### src/rtl/spart_pkg.sv
// ============================================================================
// Module : spart_pkg
// Brief  : Shared SPART types and constants for the transmit and receive stages.
// Rev    : 1.0 - initial release
// ============================================================================
`default_nettype none

package spart_pkg;

  localparam int SPART_DATA_BITS  = 8;
  localparam int SPART_OVERSAMPLE = 16;

  typedef enum logic [2:0] {
    IDLE      = 3'd0,
    START     = 3'd1,
    DATA      = 3'd2,
    STOP      = 3'd3,
    WAIT_IDLE = 3'd4
  } rx_state_t;

endpackage

`default_nettype wire

### src/rtl/sync2.sv
// ============================================================================
// Module : sync2
// Brief  : Two-flop synchronizer for asynchronous single-bit inputs.
// Rev    : 1.0 - initial release
// ============================================================================
`default_nettype none

module sync2 #(
  parameter logic RST_VAL = 1'b1
) (
  input  logic clk,
  input  logic rst_n,
  input  logic d_i,
  output logic q_o
);

  logic meta_q;

  always_ff @(posedge clk or negedge rst_n) begin
    if (!rst_n) begin
      meta_q <= RST_VAL;
      q_o    <= RST_VAL;
    end else begin
      meta_q <= d_i;
      q_o    <= meta_q;
    end
  end

endmodule

`default_nettype wire

### src/rtl/receive.sv
// ============================================================================
// Module : receive
// Brief  : SPART 8N1 receive stage with oversampled start validation.
// Rev    : 1.0 - initial release
// ============================================================================
`default_nettype none

module receive
  import spart_pkg::*;
#(
  parameter int OVERSAMPLE = SPART_OVERSAMPLE
) (
  input  logic                       clk,
  input  logic                       rst_n,
  input  logic                       receive_baud,
  input  logic                       rxd,
  input  logic                       receive_read_en,
  output logic [SPART_DATA_BITS-1:0] receive_read_line,
  output logic                       rda,
  output logic                       framing_err,
  output logic                       overrun_err,
  output logic                       receive_start
);

  localparam int SW = $clog2(OVERSAMPLE);
  localparam int BW = $clog2(SPART_DATA_BITS);
  localparam logic [SW-1:0] MID_M1   = SW'(OVERSAMPLE / 2 - 1);
  localparam logic [SW-1:0] SAMP_END = SW'(OVERSAMPLE - 1);
  localparam logic [BW-1:0] BIT_LAST = BW'(SPART_DATA_BITS - 1);

  logic                       rxd_s;
  rx_state_t                  state_q;
  logic [SW-1:0]              samp_cnt_q;
  logic [BW-1:0]              bit_cnt_q;
  logic [SPART_DATA_BITS-1:0] shreg_q;
  logic                       w_mid_bit;

  sync2 #(.RST_VAL(1'b1)) u_rxd_sync (
    .clk   (clk),
    .rst_n (rst_n),
    .d_i   (rxd),
    .q_o   (rxd_s)
  );

  // After start validation the counter is re-zeroed at mid-bit, so each wrap lands mid-bit.
  assign w_mid_bit = receive_baud && (samp_cnt_q == SAMP_END);

  always_ff @(posedge clk or negedge rst_n) begin
    if (!rst_n) begin
      state_q           <= IDLE;
      samp_cnt_q        <= '0;
      bit_cnt_q         <= '0;
      shreg_q           <= '0;
      receive_read_line <= '0;
      rda               <= 1'b0;
      framing_err       <= 1'b0;
      overrun_err       <= 1'b0;
      receive_start     <= 1'b0;
    end else begin
      receive_start <= 1'b0;
      if (receive_baud) begin
        samp_cnt_q <= samp_cnt_q + 1'b1;
      end
      if (receive_read_en) begin
        rda         <= 1'b0;
        framing_err <= 1'b0;
        overrun_err <= 1'b0;
      end

      case (state_q)
        IDLE: begin
          if (!rxd_s) begin
            samp_cnt_q <= '0;
            state_q    <= START;
          end
        end
        START: begin
          if (receive_baud && (samp_cnt_q == MID_M1)) begin
            if (!rxd_s) begin
              receive_start <= 1'b1;
              samp_cnt_q    <= '0;
              bit_cnt_q     <= '0;
              state_q       <= DATA;
            end else begin
              state_q <= IDLE;
            end
          end
        end
        DATA: begin
          if (w_mid_bit) begin
            shreg_q   <= {rxd_s, shreg_q[SPART_DATA_BITS-1:1]};
            bit_cnt_q <= bit_cnt_q + 1'b1;
            if (bit_cnt_q == BIT_LAST) begin
              state_q <= STOP;
            end
          end
        end
        STOP: begin
          // Frame completion overrides a coincident read.
          if (w_mid_bit) begin
            receive_read_line <= shreg_q;
            rda               <= 1'b1;
            framing_err       <= ~rxd_s;
            overrun_err       <= rda & ~receive_read_en;
            state_q           <= rxd_s ? IDLE : WAIT_IDLE;
          end
        end
        WAIT_IDLE: begin
          if (rxd_s) begin
            state_q <= IDLE;
          end
        end
        default: state_q <= IDLE;
      endcase
    end
  end

endmodule

`default_nettype wire

### config.mk
export PLATFORM = sky130hd
export DESIGN_NAME = receive
export DESIGN_NICKNAME = d
export VERILOG_FILES = /design/src/rtl/spart_pkg.sv /design/src/rtl/sync2.sv /design/src/rtl/receive.sv
export SDC_FILE = /design/constraint.sdc
export NUM_CORES = 1
export LEC_CHECK = 0
export BUFFER_PORTS_ARGS = -buffer_cell sky130_fd_sc_hd__clkbuf_2
export CORE_ASPECT_RATIO = 0.7
export CORE_MARGIN = 2
export CORE_UTILIZATION = 40
export CTS_CLUSTER_SIZE = 8
export DETAILED_ROUTE_END_ITERATION = 10
export GPL_TIMING_DRIVEN = 0
export SLEW_MARGIN = 20
export SYNTH_ARGS = -nofsm -noshare
export SYNTH_HDL_FRONTEND = slang
export SYNTH_SLANG_ARGS = --single-unit
### constraint.sdc
create_clock -name clk -period 2.1 [get_ports clk]
set_input_delay 0.42 -clock clk [delete_from_list [all_inputs] [get_ports clk]]
set_output_delay 0.42 -clock clk [all_outputs]
set_load 0.01 [all_outputs]
==> impl_metrics.env <==
export IMPL_syn_area_sq_um=1400
export IMPL_cp_cell_sequence="ha_1 -> and4b_4 -> and4_4 -> buf_6 -> mux2_4"
export IMPL_maxCapViolCount=0
export IMPL_syn_inst=100
export IMPL_floorplan_initialDensity_pct=43.0
export IMPL_dr_pass1_iters=3
export IMPL_clkTransAtPathRegs_ns=0.06
export IMPL_nNetsFinal=130
export IMPL_synth_top_flop_cell="dfrtp_1"
export IMPL_clock_latency_ns=0.28
export IMPL_crit_path_max_fanout=7
export IMPL_grt_pass1_vias=828
export IMPL_drt_wl_total_um=2280
export IMPL_post_cts_resized=0
export IMPL_required_ns=2.26
export IMPL_cp_top_family="simple AND/OR/NAND/NOR gates"
export IMPL_slowest_stage="dfrtp_1"
export IMPL_yosysWarnings=0
export IMPL_irDropWorstVdd_uv=528
export IMPL_ys_types=32
export IMPL_gr_total_overflow=0
export IMPL_final_area_sq_um=1630
export IMPL_clock_path_buffers=2
export IMPL_min_period_over_period_pct=81.8
export IMPL_insertedDiodeCount=0
export IMPL_end_kind="flip-flop"
export IMPL_track_usage_pct=14.3
export IMPL_fp_coreArea_sq_um=3250
export IMPL_ys_seq_area_share_pct=57.4
export IMPL_vias_per_cell=4.74
export IMPL_cts_root_buf="clkbuf_8"
export IMPL_cts_setup_buffers=0
export IMPL_area_growth_pct=16.7
export IMPL_die_area_sq_um=3990
export IMPL_ant_nets=0
export IMPL_antenna_found_initial=0
export IMPL_cts_buffers_inserted=5
export IMPL_synth_fp_nets=108
export IMPL_grt_setup_unrepaired="false"
export IMPL_finalCriticalPeriod_ns=1.72
export IMPL_max_freq_mhz=582
export IMPL_gp_congestion=0.774
export IMPL_maxSlewHeadroom_pct=49.0
export IMPL_status="finished clean"
export IMPL_synthArstFlopShare_pct=100
export IMPL_io_buffers=15
export IMPL_path_class="flip-flop to flip-flop"
export IMPL_holdWs_ns=0.201
export IMPL_die_h_um=53.5
export IMPL_final_layout_size_suffix_gt1_share_pct=35.0
export IMPL_p_per_area_nw_per_um2=944
export IMPL_syn_area_per_cell_sq_um=14.0
export IMPL_dr_total_vias=806
export IMPL_synth_area_leaders="dfrtp_1 (54%), mux2_1 (7.2%), mux2_4 (6.4%), dfstp_2 (3.8%), ha_1 (2.7%)"
export IMPL_synth_commonest_cells="dfrtp_1 (30), mux2_1 (9), nor2_1 (9)"
export IMPL_drc=0
export IMPL_p_leak_nw=0.840
export IMPL_clock_sinks=32
export IMPL_htreeDepth=2
export IMPL_post_dp_cell_area_sq_um=1530
export IMPL_ys_ff_latch=32
export IMPL_post_drt_wl_per_cell_um=13.4
export IMPL_worst_clock_skew_ns=0.00588
export IMPL_drt_iter0_markers=36
export IMPL_setup_violations=0
export IMPL_io_pins=17
export IMPL_die_x_um=74.7
export IMPL_critPathArrivalTime_ns=1.88
export IMPL_grt_max_degree=33
export IMPL_dp_hpwl_um=1590
export IMPL_cp_start_kind="flip-flop"
export IMPL_cpPeakStageDelay_ns=0.39
export IMPL_grt_first_pass_wirelength_um=3880
export IMPL_synth_edf_count=0
export IMPL_path_buf_inv=1
export IMPL_rows=17
export IMPL_worst_slew_pin_slew_ns=0.765
export IMPL_slew_violations=0
export IMPL_hold_class="input port to async pin"
export IMPL_cts_hold_buf=0
export IMPL_yosysTopAreaCell="dfrtp_1"
export IMPL_cts_tree="done"
export IMPL_yosys_area_top_type_share_pct=53.7
export IMPL_yosysMostFrequentCell="dfrtp_1"
export IMPL_finalHoldViolCount=0
export IMPL_tns_ns=0
## layout by cell type (no fill, tap or decap), drive strengths merged
cell type  netlist  final
and3             1      1
dfstp            2      2
nand4            4      4
and2             2      2
clkbuf           0     23
a22o             2      2
dfrtp           30     30
o21ai            1      1
and4             1      1
xor2             3      3
nor4b            1      1
a2111oi          1      1
and3b            1      1
ha               3      3
mux2            17     17
nand2b           3      3
nor2             9      9
nand2            3      3
o21a             1      1
xnor2            1      1
buf              6      6
and4b            1      1
a211oi           1      1
mux2i            3      3
nand4b           1      1
a21oi            1      1
a31oi            1      1
## logic make-up after synthesis
kind of cell    synth area share (%)
compound gates                  4.56
xor+xnor                        2.50
fa+ha+maj                       2.68
buf+inv                         3.40
flops                           57.4
mux                             17.4
simple gates                    12.0
## cell type report
cell class	instances	area (sq um)
fill	298	1620
sequential	32	803
multi-input combinational	62	548
clock buffer	8	100
timing repair buffer	15	75.1
tap	47	58.8
buffer	6	47.5
## stage by stage
step                      util (%)  worst slack [ns]  total power [W]  std cells
final                         50.2             0.382          0.00154        170
after global routing          50.2             0.275          0.00165        170
after CTS                     50.2             0.377          0.00156        170
after detailed placement      47.1             0.380          0.00105        162
after global placement        47.1             0.402          0.00104        162
after floorplan                  -             0.493         0.000978        100
## layer usage
metal	track usage [%]	up-vias	share of wire, %
li1	-	399	-
met1	18.3	391	52
met2	20.1	14	42
met3	7.43	2	4.7
met4	6.25	0	1.1
met5	0	-	0
## sequential cells by signal (all words and copies together) (netlist names)
signal and cells:
receive_read_line 8, shreg_q 8, samp_cnt_q 4, bit_cnt_q 3, state_q 3, framing_err 1
overrun_err 1, rda 1, receive_start 1, u_rxd_sync.meta_q 1, u_rxd_sync.q_o 1
## where the power goes
| group | switching [W] | total (W) | leakage, nW | internal (W) |
|---|---|---|---|---|
| logic | 0.000174 | 0.000306 | 0.362 | 0.000132 |
| clock network | 0.000207 | 0.000506 | 0.0515 | 0.000299 |
| registers | 0.0000458 | 0.000730 | 0.426 | 0.000684 |
| total | 0.000427 | 0.00154 | 0.840 | 0.00112 |
## final timing paths
check | startpoint | to | slack (ns) | cells after the start
max | samp_cnt_q[0] | receive_read_line[6] | 0.38 | 5
max in group asynchronous | rst_n | shreg_q[1] | 1.41 | 1
min in group clk | rxd | u_rxd_sync.meta_q | 0.22 | 1
min reg2reg | u_rxd_sync.meta_q | u_rxd_sync.q_o | 0.35 | 0
min | rst_n | shreg_q[4] | 0.20 | 1
max reg2reg | samp_cnt_q[0] | receive_read_line[6] | 0.38 | 5
Note: power is estimated with default switching activity, not from simulation.
